`config.mk`:
```
export PLATFORM = sky130hd
export DESIGN_NAME = sync_fifo
export DESIGN_NICKNAME = d
export VERILOG_FILES = /design/src/rtl/lmac_fifo_pkg.sv /design/src/rtl/sync_fifo_ram.sv /design/src/rtl/sync_fifo.sv
export SDC_FILE = /design/constraint.sdc
export NUM_CORES = 1
export LEC_CHECK = 0
export CAP_MARGIN = 0
export CELL_PAD_IN_SITES_DETAIL_PLACEMENT = 0
export CELL_PAD_IN_SITES_GLOBAL_PLACEMENT = 2
export CORE_MARGIN = 2
export CORE_UTILIZATION = 40
export DETAILED_ROUTE_END_ITERATION = 6
export PLACE_DENSITY_LB_ADDON = 0.08
export SLEW_MARGIN = 15
export SYNTH_ARGS = -nofsm -noshare
export SYNTH_HDL_FRONTEND = slang
export SYNTH_SLANG_ARGS = --single-unit
```
`constraint.sdc`:
```
create_clock -name clk -period 2.9 [get_ports clk]
set_input_delay 0.29 -clock clk [delete_from_list [all_inputs] [get_ports clk]]
set_output_delay 0.29 -clock clk [all_outputs]
set_load 0.01 [all_outputs]
```
`src/rtl/lmac_fifo_pkg.sv`:
```
// Shared FIFO defaults and the helper that derives the pointer width from the depth.
package lmac_fifo_pkg;

    localparam int DEFAULT_WIDTH = 8;
    localparam int DEFAULT_DEPTH = 16;

    function automatic int ptr_bits(input int depth);
        return $clog2(depth);
    endfunction

endpackage

```
`src/rtl/sync_fifo_ram.sv`:
```
// FIFO storage: one synchronous write port and one combinational read port.
// There is no reset; contents are only ever qualified by the pointers in sync_fifo.
module sync_fifo_ram #(
    parameter int WIDTH = 8,
    parameter int DEPTH = 16,
    parameter int PTR   = 4
) (
    input  logic             clk,
    input  logic             we,
    input  logic [PTR-1:0]   waddr,
    input  logic [WIDTH-1:0] wdata,
    input  logic [PTR-1:0]   raddr,
    output logic [WIDTH-1:0] rdata
);

    logic [WIDTH-1:0] mem_q [DEPTH];

    always_ff @(posedge clk) begin
        if (we) begin
            mem_q[waddr] <= wdata;
        end
    end

    assign rdata = mem_q[raddr];

endmodule

```
`src/rtl/sync_fifo.sv`:
```
// Synchronous FIFO: pointers, occupancy, flags and sticky error bits around sync_fifo_ram.
// Define SYNC_FIFO_SHOWAHEAD_EN for first-word-fall-through output; default is registered read.
module sync_fifo
    import lmac_fifo_pkg::*;
#(
    parameter int WIDTH     = DEFAULT_WIDTH,
    parameter int DEPTH     = DEFAULT_DEPTH,
    parameter int PTR       = ptr_bits(DEPTH),
    parameter int AFULL_TH  = 12,
    parameter int AEMPTY_TH = 2
) (
    input  logic             clk,
    input  logic             reset_,
    input  logic             wren,
    input  logic [WIDTH-1:0] datain,
    input  logic             rden,
    output logic [WIDTH-1:0] dataout,
    output logic             dvalid,
    output logic             full,
    output logic             empty,
    output logic             almost_full,
    output logic             almost_empty,
    output logic [PTR:0]     usedw,
    output logic             overflow,
    output logic             underflow,
    input  logic             clr_err
);

    localparam logic [PTR:0] DEPTH_C  = (PTR+1)'(DEPTH);
    localparam logic [PTR:0] AFULL_C  = (PTR+1)'(AFULL_TH);
    localparam logic [PTR:0] AEMPTY_C = (PTR+1)'(AEMPTY_TH);
    localparam logic [PTR:0] ONE_C    = (PTR+1)'(1);

    // Handshake: wren/rden are requests with no back-pressure other than the
    // registered flags; a write is taken only if !full and a read only if !empty,
    // both judged on the flags as they stand before the edge.
    logic             wr_acc, rd_acc;
    logic [PTR:0]     wr_ptr_d, wr_ptr_q, rd_ptr_d, rd_ptr_q;
    logic [PTR:0]     usedw_d, usedw_q;
    logic             full_d, full_q, empty_d, empty_q;
    logic             afull_d, afull_q, aempty_d, aempty_q;
    logic             overflow_d, overflow_q, underflow_d, underflow_q;
    logic [WIDTH-1:0] ram_rdata;

    sync_fifo_ram #(
        .WIDTH (WIDTH),
        .DEPTH (DEPTH),
        .PTR   (PTR)
    ) u_ram (
        .clk   (clk),
        .we    (wr_acc),
        .waddr (wr_ptr_q[PTR-1:0]),
        .wdata (datain),
        .raddr (rd_ptr_q[PTR-1:0]),
        .rdata (ram_rdata)
    );

    always_comb begin
        wr_acc   = wren && !full_q;
        rd_acc   = rden && !empty_q;
        wr_ptr_d = wr_acc ? wr_ptr_q + ONE_C : wr_ptr_q;
        rd_ptr_d = rd_acc ? rd_ptr_q + ONE_C : rd_ptr_q;
        usedw_d  = usedw_q;
        case ({wr_acc, rd_acc})
            2'b10:   usedw_d = usedw_q + ONE_C;
            2'b01:   usedw_d = usedw_q - ONE_C;
            default: usedw_d = usedw_q;
        endcase
        // Flags are derived from the next occupancy so they register alongside usedw.
        full_d      = (usedw_d == DEPTH_C);
        empty_d     = (usedw_d == '0);
        afull_d     = (usedw_d >= AFULL_C);
        aempty_d    = (usedw_d <= AEMPTY_C);
        overflow_d  = (wren && full_q)  || (overflow_q  && !clr_err);
        underflow_d = (rden && empty_q) || (underflow_q && !clr_err);
    end

    always_ff @(posedge clk) begin
        if (!reset_) begin
            wr_ptr_q    <= '0;
            rd_ptr_q    <= '0;
            usedw_q     <= '0;
            full_q      <= 1'b0;
            empty_q     <= 1'b1;
            afull_q     <= 1'b0;
            aempty_q    <= 1'b1;
            overflow_q  <= 1'b0;
            underflow_q <= 1'b0;
        end else begin
            wr_ptr_q    <= wr_ptr_d;
            rd_ptr_q    <= rd_ptr_d;
            usedw_q     <= usedw_d;
            full_q      <= full_d;
            empty_q     <= empty_d;
            afull_q     <= afull_d;
            aempty_q    <= aempty_d;
            overflow_q  <= overflow_d;
            underflow_q <= underflow_d;
        end
    end

`ifdef SYNC_FIFO_SHOWAHEAD_EN
    // Head entry is shown directly from storage; zero while nothing is stored.
    assign dataout = empty_q ? '0 : ram_rdata;
    assign dvalid  = !empty_q;
`else
    logic [WIDTH-1:0] dataout_d, dataout_q;
    logic             dvalid_d, dvalid_q;

    always_comb begin
        dataout_d = rd_acc ? ram_rdata : dataout_q;
        dvalid_d  = rd_acc;
    end

    always_ff @(posedge clk) begin
        if (!reset_) begin
            dataout_q <= '0;
            dvalid_q  <= 1'b0;
        end else begin
            dataout_q <= dataout_d;
            dvalid_q  <= dvalid_d;
        end
    end

    assign dataout = dataout_q;
    assign dvalid  = dvalid_q;
`endif

    assign full         = full_q;
    assign empty        = empty_q;
    assign almost_full  = afull_q;
    assign almost_empty = aempty_q;
    assign usedw        = usedw_q;
    assign overflow     = overflow_q;
    assign underflow    = underflow_q;

endmodule

```
### After elaboration in Yosys (flattened, before gate mapping)

Memory sizes are Yosys's and may differ from the RTL's. A register that Yosys moved wholly into a read port is not among the register bits.
Index checks and enable logic that the tools add are counted.

| storage, ports and cells | value |
|---|---|
| word-level logic and storage cells | 36 |
| memories kept | 1 |
| bits of input ports | 13 |
| flip-flop bits (word level) | 22 |
| output and inout port bits | 20 |
| bits in writable memories | 128 |

Memory list:

| name | words | width | rd ports | clocked after memory_dff | write ports | RTL line | text |
|---|---|---|---|---|---|---|---|
| u_ram.mem_q | 16 | 8 | 1 | 1 | 1 | sync_fifo_ram.sv:16 | `logic [WIDTH-1:0] mem_q [DEPTH];` |

| operators by class | value |
|---|---|
| reduce and logical (&&, ||, !) cells | 13 |
| order comparisons | 2 |
| add/sub/neg operators | 4 |
| equality and inequality tests | 3 |
| muxes and demuxes | 3 |

Operators by type and width:

| kind | count |
|---|---|
| 5-bit by 1-bit adder with 5-bit output (second input constant) | 3 |
| 5-bit case mux with 2 select lines | 1 |
| 1-bit logical AND | 6 |
| 5-bit equality test (second input constant) | 1 |
| 5-bit by 4-bit >= comparator with 1-bit output (second input constant) | 1 |
| 5-bit by 2-bit <= comparator with 1-bit output (second input constant) | 1 |
| 5-bit zero test | 1 |
| 5-bit by 1-bit subtractor with 5-bit output (second input constant) | 1 |
| 1-bit zero test | 4 |
| 2-bit by 1-bit equality test with 1-bit output (second input constant) | 1 |
| 2-bit equality test (second input constant) | 1 |
| 1-bit logical OR | 2 |
| 1-bit 2-to-1 mux | 2 |

### Longest topological paths before layout

Gate-level depths: netlist of run 1.

| depth | value |
|---|---|
| depth in word-level cells | 5 |
| gate-level depth with buffers | 12 |
| depth with buffers taken out | 10 |

### Hierarchy

From an unflattened synthesis of run 1, not the netlist that was laid out.

| unflattened totals | value |
|---|---|
| cell total of the unflattened synthesis | 365 |
| area total of the unflattened synthesis | 6,276.0 sq um |

Modules (own cells, without submodules):

| module | area an instance (sq um) | sequential area each (sq um) | cells each | instances |
|---|---|---|---|---|
| sync_fifo_ram | 4,987.3 | 3,843.7 | 221 | 1 |
| sync_fifo | 1,288.7 | 560.5 | 144 | 1 |

### Least setup slack after synthesis of run 1

No wires, ideal clock.

| path | value |
|---|---|
| path type | reg2reg |
| start | reg empty_q (netlist: empty) |
| end | reg empty_q (netlist: empty) |
| path slack | 182 ps |
| data arrival time | 2,602 ps |
| buffers on the path | 2 |
| setup time | 116 ps |
| period minus slack after synthesis | 2,718 ps |
| data required time | 2,784 ps |
| stages on the path, launching flop included | 12 |
| cell sequence | dfxtp_1 nor2b_1 clkbuf_1 ha_1 buf_2 xor2_1 ha_1 nand2_1 mux2_2 a211oi_4 xnor2_1 a41o_2 |

| between the ends | value |
|---|---|
| longest elaborated chain between the ends | 5 |
| elaborated cells between the ends (all ways) | 6 |
| classes of those cells | 2 x eq/ne; 1 x mux; 3 x reduce/logical |

Ends and longest elaborated chain:

| item | RTL line | text |
|---|---|---|
| start: declaration | sync_fifo.sv:40 | `logic full_d, full_q, empty_d, empty_q;` |
| start signal: assignment | sync_fifo.sv:94 | `empty_q <= empty_d;` |
| 1-bit zero test * | sync_fifo.sv:60 | `rd_acc = rden && !empty_q;` |
| 1-bit logical AND * | sync_fifo.sv:60 |  |
| named net dvalid_d | sync_fifo.sv:108 | `logic dvalid_d, dvalid_q;` |
| 2-bit by 1-bit equality test with 1-bit output or 2-bit equality test (tied branches) | sync_fifo.sv:64 | `case ({wr_acc, rd_acc})` |
| 5-bit case mux with 2 select lines * | sync_fifo.sv:64 |  |
| 5-bit zero test * | sync_fifo.sv:71 | `empty_d = (usedw_d == '0);` |

The timed path passes the listed nets; every way through them passes the cells marked *.
A chain may end at the register's enable or synchronous reset.

### Final worst setup path of run 1

| path | value |
|---|---|
| start | in wren |
| end | reg aempty_q (netlist: almost_empty) |

| between the ends | value |
|---|---|
| longest elaborated chain between the ends | 4 |
| elaborated cells between the ends (all ways) | 5 |
| classes of those cells | 1 x order compare; 2 x eq/ne; 1 x mux; 1 x reduce/logical |

Ends and longest elaborated chain:

| item | RTL line | text |
|---|---|---|
| start: declaration | sync_fifo.sv:14 | `input logic wren,` |
| 1-bit logical AND * | sync_fifo.sv:59 | `wr_acc = wren && !full_q;` |
| 2-bit by 1-bit equality test with 1-bit output or 2-bit equality test (tied branches) | sync_fifo.sv:64 |  |
| 5-bit case mux with 2 select lines * | sync_fifo.sv:64 |  |
| 5-bit by 2-bit <= comparator with 1-bit output * | sync_fifo.sv:73 | `aempty_d = (usedw_d <= AEMPTY_C);` |
| end signal: assignment | sync_fifo.sv:96 | `aempty_q <= aempty_d;` |
| end: declaration | sync_fifo.sv:41 | `logic afull_d, afull_q, aempty_d, aempty_q;` |

Mark *: on every way between the ends. The rest lies on a longest branch, timed or not.

==> results.md, run 1 <==
- # setup viols final: 0
- Max-slew headroom: 55.7%
- Area Growth Syn to Fin: 20.1%
- Peak supply drop: 0.418 mV
- Number of port buffers: 32
- Setup crit end kind: flip-flop
- N_diodes: 0
- CTS max path bufs: 2
- Critical path type: input port to flip-flop
- Final period util: 83.8%
- Starting Density: 40.8%
- Dpl hpwl: 8490 microns
- Worst hold-check path type: flip-flop to flip-flop
- Post-synth ARST share: 0%
- First-pass GRT wire length: 19800 microns
- Vias in the first global route: 3311
- Max-slew violation count: 0
- Std cell rows: 45
- Post-route ant nets: 0
- Worst R2R Start: full$_SDFF_PN0_
- Synth Flop Type: edfxtp_1
- CTS root buf: clkbuf_16
- Yosys cell types: 41
- Max Fclk: 411 MHz
- First-pass DRT Iterations: 4
- Tmin final: 2.43 ns
- Final WL: 12800 microns
- H-tree depth: 4
- CTS tree: done
- Clk Latency, worst-skew pair: 0.42 ns
- Gr usage total: 16.8%
- Pwr/cell area: 736 nW/um^2
- Yosys warning count: 0
- Synthesized area: 6210 sq um
- Iter 0 DRT Violations: 138
- Leak: 0.00245 uW
- Die width: 129 microns
- Status: completed
- Remaining Overflow, GRT: 0
- Synth top area share: 61.9%
- Pwr Total: 5480 uW
- Final hold viol count: 0
- Least-Margin Pin Slew: 0.663 ns
- Unrepaired setup endpoints after global routing: false
- Hold Startpoint: dataout[1]$_SDFFE_PN0N_
- CP Launch Point: wren
- Fin Clk Skew: 0.00698 ns
- EDFF count, synth: 128
- Worst-path fanout max: 4
- WP data required: 3.20 ns
- Mapped Avg Cell Area: 16.8 sq um
- Sequential fraction of the synthesis area: 71.0%
- DR vias: 3243
- Placer Congestion: 0.739
- Boundary Pins: 33
- Total die area: 16500 sq um
- Wire per inst: 20.5 microns
- Top post-synthesis cells by area: edfxtp_1 62%, mux4_2 12%, dfxtp_1 9.0%, nand2_1 2.1%, a22oi_1 1.9%
- Setup TNS: 0 ns
- Pin count of the biggest net entering global routing: 34
- Drt drc: 0
- Initial antenna violation count: 0
- Net Count, Synth: 391
- Post-CTS Setup Bufs: 0
- Clock buffer count from CTS: 17
- Crit path DAT: 2.73 ns
- Core Region: 15200 sq um
- Clock-pin slew on the worst setup and hold paths: 0.06 ns
- CTS resizes: 0
- FF+latch count, synth: 156
- Cells after Synth: 370
- Synth area leader: edfxtp_1
- Critical Path Start Type: input port
- Clk sinks: 156
- Hold buffer count at CTS: 0
- Fin nets: 444
- Die H: 129 microns
- Layout cell share with drive strength beyond 1: 20.6%
- Max-cap viol count: 0
- Vias per Instance: 5.20
-- through the flow --
step	util [%]	instances	setup WS, ns	hold slack (ns)	cell area, sq um
6_report	49.0	624	0.469	0.448	7450
3_5_place_dp	45.0	592	0.0334	0.445	6840
3_3_place_gp	45.0	592	0.0919	0.441	6840
2_1_floorplan	-	370	0.182	0.389	6210
5_1_grt	49.0	624	0.245	0.465	7450
4_1_cts	49.0	624	0.465	0.453	7450
-- kinds of logic (layout without fill, tap and decap cells) --
logic type	after synthesis	in the layout	synth area share, %
AO/OA/AOI/OAI	40	40	4.64
XOR/XNOR	8	8	1.13
adder cells (fa/ha/maj)	8	8	1.61
buffers and inverters	28	94	2.18
flip-flops	156	156	71.0
multiplexers	39	39	12.8
AND/OR/NAND/NOR	91	91	6.71
-- final cells by class --
cell class              instances  area (sq um)
multi-input cells             186          1670
well taps                     188           235
clock inverters                 9           135
clock buffers                  23           478
inverters                       7          26.3
flip-flops and latches        156          4410
repair buffers                 55           505
fillers                      1291          7750
-- power by group --
part / leakage, uW / internal [uW] / switching (uW)
registers: 0.00139 / 2500 / 62.3
logic: 0.000780 / 327 / 312
clock network: 0.000290 / 1430 / 859
-- cells in the final DEF (no fill, tap or decap), types with 5 or more instances in the layout --
cell	count
a22oi_1	16
buf_4	22
clkbuf_16	17
clkdlybuf4s50_1	32
dfxtp_1	27
edfxtp_1	128
ha_1	8
inv_1	6
mux2i_1	5
mux4_2	32
nand2_1	34
nand2b_1	5
nor2_1	29
nor2b_1	5
nor3_1	5
o21ai_1	7
xor2_1	5
-- final timing paths --
kind | endpoint | slack, ns | cells after the start
setup / recovery | almost_empty$_SDFF_PN1_ | 0.47 | 11
hold / removal | dataout[1]$_SDFFE_PN0N_ | 0.45 | 2
setup reg to reg | almost_empty$_SDFF_PN1_ | 0.49 | 10
hold reg to reg | dataout[1]$_SDFFE_PN0N_ | 0.45 | 2
-- metal layers --
| metal | up-vias | share of wire, % | global-route usage [%] |
|---|---|---|---|
| met2 | 66 | 49 | 27.1 |
| met4 | 0 | 1.4 | 6.07 |
| met5 | - | 0 | 0 |
| li1 | 1538 | - | - |
| met1 | 1627 | 45 | 22.6 |
| met3 | 12 | 4.7 | 3.99 |
-- flip-flops by register name, indices dropped and copies added, names as in the netlist, 4 cells and up --
register     count
u_ram.mem_q    128
usedw            5
dataout          8
rd_ptr_q         4
wr_ptr_q         4
-- critical path: stages --
cell             delay (ns)
clkdlybuf4s50_1        0.48
nor2b_1                0.19
inv_1                  0.09
ha_1                   0.23
xor2_1                 0.17
ha_1                   0.23
a21o_1                 0.18
and2_1                 0.19
or4_1                  0.46
nand4_1                0.15
a221oi_1               0.09
-- synthesized netlist by cell type, types with 4 or more instances --
cell / n
o21ai_1: 7
nand2_1: 34
nor3_1: 5
mux2i_1: 5
nand2b_1: 5
o21ai_0: 4
xor2_1: 5
ha_1: 8
and2_1: 4
mux4_2: 32
dfxtp_1: 28
clkbuf_1: 12
nor2b_1: 5
nor2_1: 29
edfxtp_1: 128
inv_1: 6
a22oi_1: 16
Note: power is estimated with default switching activity, not from simulation.
==> run 2, diff against run 1 <==
==> constraint.sdc (replaced) <==
create_clock -name clk -period 2.1 [get_ports clk]
set_input_delay 0.21 -clock clk [delete_from_list [all_inputs] [get_ports clk]]
set_output_delay 0.21 -clock clk [all_outputs]
set_load 0.01 [all_outputs]
==> results.md, run 2 (same netlist as run 1, synthesis figures left out) <==
- Core Region: 15200 sq um (unchanged)
- Worst r2r path cells: 10 (unchanged)
- CTS max path bufs: 2 (unchanged)
- Layout cell share with drive strength beyond 1: 25.9% (+5.3 points)
- # setup viols final: 3 (+3)
- Gr usage total: 16.2% (-0.61 points)
- Unrepaired setup endpoints after global routing: true
- Die width: 129 microns (unchanged)
- Pin count of the biggest net entering global routing: 32 (-5.9%)
- Starting Density: 40.8% (unchanged)
- Worst R2R Start: full$_SDFF_PN0_
- Drt drc: 0 (unchanged)
- R2R Path End: almost_empty$_SDFF_PN1_
- Leading cell type in the layout, fill and taps excluded: edfxtp_1
- Global routing's busiest layer: met2
- Slowest-stage cell, CP: or4_4
- Worst hold endpoint: dataout[1]$_SDFFE_PN0N_
- Clock buffer count from CTS: 17 (unchanged)
- Setup ws final: -0.0818 ns (-0.551 ns)
- DR vias: 3289 (+1.4%)
- WP data required: 2.39 ns (-0.81 ns)
- Setup slack, reg-to-reg: -0.08 ns (-0.57 ns)
- Register with the most flip-flops: u_ram.mem_q
- Status: complete, but fails checks
- Pre-CTS setup slack: -0.605 ns (-0.638 ns)
- Post-route ant nets: 0 (unchanged)
- Least-Margin Pin Slew: 0.565 ns (-0.0984 ns)
- Crit-path max cell delay: 0.46 ns (-0.02 ns)
- Clk Latency, worst-skew pair: 0.42 ns (about the same)
- Hold Crit Depth: 2 (unchanged)
- Fin nets: 459 (+3.4%)
- First-pass DRT Iterations: 4 (unchanged)
- N_diodes: 0 (unchanged)
- Critical path type: flip-flop to flip-flop
- Std cell rows: 45 (unchanged)
- Max-cap viol count: 0 (unchanged)
- Worst-path fanout max: 4 (unchanged)
- Boundary Pins: 33 (unchanged)
- Clk sinks: 156 (unchanged)
- Dpl hpwl: 8200 microns (-3.4%)
- Hold Startpoint: dataout[1]$_SDFFE_PN0N_
- Initial antenna violation count: 0 (unchanged)
- First-pass GRT wire length: 19400 microns (-1.8%)
- H-tree depth: 4 (unchanged)
- Tmin final: 2.18 ns
- Clock-pin slew on the worst setup and hold paths: 0.06 ns (about the same)
- CTS tree: done
- Post-layout util: 50.2% (+1.1 points)
- Area Growth Syn to Fin: 22.9%
- Number of port buffers: 32 (unchanged)
- Leak: 0.00255 uW (+3.8%)
- Most frequent cells in the layout: 128 x edfxtp_1, 35 x buf_4, 33 x nand2_1
- Max-slew headroom: 62.2% (+6.5 points)
- Vias in the first global route: 3372 (+1.8%)
- Largest register FFs: 128 (unchanged)
- Wire per inst: 19.2 microns (-6.1%)
- Setup TNS: -0.191 ns (-0.191 ns)
- Pwr/cell area: 983 nW/um^2 (+34%)
- Cell Chain, Critical Path: nor2b_4 > inv_4 > ha_4 > xor2_1 > ha_2 > a21o_1 > and2_4 > or4_4 > nand4_1 > a221oi_2
- Critical Path Start Type: flip-flop
- GR Util met2: 25.8% (-1.3 points)
- Max Fclk: 458 MHz
- Worst hold-check path type: flip-flop to flip-flop
- Failing checks: negative setup slack
- Die H: 129 microns (unchanged)
- Vias per Instance: 5.15 (-0.96%)
- Remaining Overflow, GRT: 0 (unchanged)
- Pwr Total: 7500 uW (+37%)
- Placer Congestion: 0.766 (+3.7%)
- Crit path DAT: 2.48 ns (-0.25 ns)
- Hold buffer count at CTS: 0 (unchanged)
- Final hold viol count: 0 (unchanged)
- Total die area: 16500 sq um (unchanged)
- Iter 0 DRT Violations: 178 (+29%)
- Max-slew violation count: 0 (unchanged)
- Setup crit end kind: flip-flop
- Peak supply drop: 0.590 mV (+41%)
- CTS root buf: clkbuf_16
- Final WL: 12300 microns (-3.9%)
- GRT met3 Usage: 3.37% (-0.62 points)
- Fin Clk Skew: 0.00715 ns (+0.000170 ns)
- Grt met1 use: 21.9% (-0.63 points)
- Final period util: 104%
run 2: through the flow:
| stage | area (sq um) | instances | hold slack (ns) |
|---|---|---|---|
| after floorplan | 6270 | 370 | 0.309 |
| final | 7630 | 639 | 0.445 |
| after global routing | 7630 | 639 | 0.484 |
| after CTS | 7600 | 639 | 0.435 |
| after detailed placement | 6990 | 605 | 0.440 |
| after global placement | 6990 | 605 | 0.435 |
run 2: metal layers:
layer | vias up | wire length, microns
met5 | - | 0
met4 | 0 | 222
met3 | 21 | 257
met2 | 43 | 5870
met1 | 1658 | 5950
li1 | 1567 | -
run 2: worst max path at each step:
stage	to	startpoint	slack (ns)	cells past startpoint
6_report	almost_empty$_SDFF_PN1_	full$_SDFF_PN0_	-0.08	10
5_1_grt	full$_SDFF_PN0_	full$_SDFF_PN0_	-0.13	11
4_1_cts	almost_empty$_SDFF_PN1_	full$_SDFF_PN0_	-0.07	10
3_5_place_dp	empty$_SDFF_PN1_	wren	-0.61	11
3_3_place_gp	empty$_SDFF_PN1_	wren	-0.56	11
2_1_floorplan	almost_empty$_SDFF_PN1_	full$_SDFF_PN0_	-0.25	12
run 2: where the power goes:
group | leakage [uW] | internal (uW) | switching, uW
logic | 0.000882 | 534 | 488
registers | 0.00139 | 3450 | 62.5
clock network | 0.000280 | 1810 | 1150
run 2: worst max-delay path: cells and delay by family, from the launching register on:
kind	cells	cell delay, ns
buffers and inverters	1	0.05
AOI/OAI and AO/OA	2	0.24
adders and majority gates	2	0.33
and+or+nand+nor	4	0.92
xor gates and xnor gates	1	0.15
DFF	1	0.36
run 2: layout make-up:
type                    count  area (sq um)
multi-input cells         186          1750
well taps                 188           235
inverters                   7          28.8
clock buffers              25           475
flip-flops and latches    156          4410
repair buffers             70           634
fillers                  1287          7580
clock inverters             7          92.6
run 2: what timing repair did:
action | in CTS | in global routing
pin swaps | 5 | 6
gates resized for setup | 6 | 6
setup endpoints to repair | 5 | 5
buffers inserted | 2 | 0
==> run 3, diff against run 2 <==
--- a/config.mk
+++ b/config.mk
@@ -8,6 +8,7 @@
 export CAP_MARGIN = 0
 export CELL_PAD_IN_SITES_DETAIL_PLACEMENT = 0
 export CELL_PAD_IN_SITES_GLOBAL_PLACEMENT = 2
+export CORE_ASPECT_RATIO = 1.5
 export CORE_MARGIN = 2
 export CORE_UTILIZATION = 40
 export DETAILED_ROUTE_END_ITERATION = 6
==> results.md, run 3 (same netlist as run 1, synthesis figures left out) <==
- Status: complete, but fails checks
- Failing checks: negative setup slack
- Number of port buffers: 32 (unchanged)
- Worst hold-check path type: input port to flip-flop
- Vias per Instance: 5.05 (-1.8%)
- CTS tree: done
- WP buf/inv: 1 (unchanged)
- Clock buffer count from CTS: 17 (unchanged)
- WP data required: 2.43 ns (+0.04 ns)
- Layout cell share with drive strength beyond 1: 27.4% (+1.4 points)
- First-pass GRT wire length: 20100 microns (+3.4%)
- DR vias: 3294 (+0.15%)
- Critical Path Start Type: flip-flop
- Area Growth Syn to Fin: 23.3%
- Max-slew headroom: 62.9% (+0.66 points)
- Final hold slack: 0.429 ns (-0.0157 ns)
- Die width: 106 microns (-18%)
- Largest register FFs: 128 (unchanged)
- Max Fclk: 458 MHz (-0.18%)
- First-pass DRT Iterations: 4 (unchanged)
- Wire per inst: 19.2 microns (-0.26%)
- Boundary Pins: 33 (unchanged)
- Crit path DAT: 2.52 ns (+0.04 ns)
- Setup ws final: -0.0858 ns (-0.00391 ns)
- Placer Congestion: 0.814 (+6.3%)
- Clock-pin slew on the worst setup and hold paths: 0.07 ns (about the same)
- Initial antenna violation count: 0 (unchanged)
- Gr usage total: 16.7% (+0.44 points)
- Critical path type: flip-flop to flip-flop
- Dpl hpwl: 9030 microns (+10%)
- Most frequent cells in the layout: 128 x edfxtp_1, 37 x buf_4, 32 x nand2_1, 32 x mux4_2, 32 x clkdlybuf4s50_1
- Peak supply drop: 0.460 mV (-22%)
- Fin Clk Skew: 0.00953 ns (+0.00238 ns)
- Max-cap viol count: 0 (unchanged)
- Fill cells: 1295 (+0.62%)
- Post-route cell area: 7650 sq um (+0.34%)
- Clk Latency, worst-skew pair: 0.41 ns (about the same)
- Worst-path fanout max: 4 (unchanged)
- Leak: 0.00255 uW (+0.25%)
- Crit-path max cell delay: 0.36 ns (-0.10 ns)
- Max-slew violation count: 0 (unchanged)
- Slowest-stage cell, CP: dfxtp_4
- Core Region: 15100 sq um (-0.41%)
- Fin nets: 461 (+0.44%)
- Register with the most flip-flops: u_ram.mem_q
- Pin count of the biggest net entering global routing: 34 (+6.3%)
- Pwr/cell area: 977 nW/um^2 (-0.57%)
- CTS max path bufs: 2 (unchanged)
- # setup viols final: 4 (+1)
- Final hold viol count: 0 (unchanged)
- Post-route ant nets: 0 (unchanged)
- Vias in the first global route: 3500 (+3.8%)
- Final period util: 104% (+0.19 points)
- Drt drc: 0 (unchanged)
- Setup crit end kind: flip-flop
- CTS root buf: clkbuf_16
- Std cell rows: 55 (+22%)
- Unrepaired setup endpoints after global routing: true
- Clk sinks: 156 (unchanged)
- DP Area: 7030 sq um (+0.48%)
- Die H: 157 microns (+22%)
- Final WL: 12500 microns (+1.8%)
- Leading cell type in the layout, fill and taps excluded: edfxtp_1
- CP top delay family: compound AO/OA/AOI/OAI gates
- N_diodes: 0 (unchanged)
- Starting Density: 41.0% (+0.17 points)
- Total die area: 16600 sq um (+0.13%)
- Tmin final: 2.19 ns (+0.00391 ns)
- Remaining Overflow, GRT: 0 (unchanged)
- Least-Margin Pin Slew: 0.555 ns (-0.00985 ns)
- Cell Chain, Critical Path: nor2b_4 > inv_4 > ha_4 > xor2_1 > ha_2 > a21o_1 > and2_4 > o31ai_1 > nand4_1 > a221oi_2
- H-tree depth: 4 (unchanged)
- Iter 0 DRT Violations: 217 (+22%)
## run 3: changes by cell type in the layout (fill, tap and decap cells not counted), moves of 2 or more
cell        before  now
clkbuf_8         2    0
clkinv_8         0    2
inv_6            1    5
clkbuf_1         6    1
buf_4           35   37
inv_8            0    4
clkinv_2         3    0
bufinv_16        2    0
clkinvlp_4       0    2
## run 3: through the flow
step | setup WS (ns) | util (%) | TNS, ns | power (uW) | cells
final | -0.0858 | 50.5 | -0.237 | 7480 | 652
after global placement | -0.610 | 46.4 | -3.40 | 4610 | 617
after detailed placement | -0.646 | 46.4 | -3.68 | 4620 | 617
after floorplan | -0.250 | - | -0.880 | 4200 | 370
after global routing | -0.187 | 50.5 | -0.670 | 7820 | 652
after CTS | -0.117 | 50.4 | -0.360 | 7570 | 652
## run 3: where the power goes
group / internal, uW / total [uW] / leakage [uW] / switching (uW)
logic: 542 / 1030 / 0.000892 / 490
clock network: 1580 / 2930 / 0.000276 / 1340
registers: 3450 / 3520 / 0.00139 / 69.8
total: 5580 / 7480 / 0.00255 / 1900
## run 3: area by class of cell
cell class                 instances  area [sq um]  share of cell area, %
clock buffer                      18           429                   5.61
clock inverter                    14           145                   1.90
inverter                           7          28.8                  0.376
multi-input combinational        186          1730                   22.6
sequential                       156          4410                   57.6
tap                              199           249                   3.25
timing repair buffer              72           658                   8.60
## run 3: final timing paths
check | start | end | slack (ns) | cells after the start
max | full$_SDFF_PN0_ | almost_empty$_SDFF_PN1_ | -0.09 | 10
min | clr_err | underflow$_SDFF_PN0_ | 0.43 | 4
max reg2reg | full$_SDFF_PN0_ | almost_empty$_SDFF_PN1_ | -0.09 | 10
min reg2reg | dataout[0]$_SDFFE_PN0N_ | dataout[0]$_SDFFE_PN0N_ | 0.45 | 2
## run 3: worst register-to-register path, stage by stage (launching register included)
cell and delay, ns:
dfxtp_4 0.36, nor2b_4 0.14, inv_4 0.05, ha_4 0.15
xor2_1 0.16, ha_2 0.20, a21o_1 0.17, and2_4 0.17
o31ai_1 0.25, nand4_1 0.21, a221oi_2 0.27
## run 3: repair_timing
action | in CTS | in global routing
hold buffers | 0 | 0
pin swaps | 10 | 6
cloned | 0 | 0
endpoints found under the hold margin | 0 | 0
buffers inserted | 3 | 0
gates resized for setup | 4 | 5
endpoints found under the setup margin | 5 | 6
## run 3: metal layers
| layer | global-route usage (%) | vias up | share of wire, % |
|---|---|---|---|
| met5 | 0 | - | 0 |
| met2 | 31.7 | 62 | 58 |
| met3 | 2.83 | 13 | 2.4 |
| li1 | - | 1573 | - |
| met1 | 18.2 | 1646 | 38 |
| met4 | 6.64 | 0 | 2.0 |
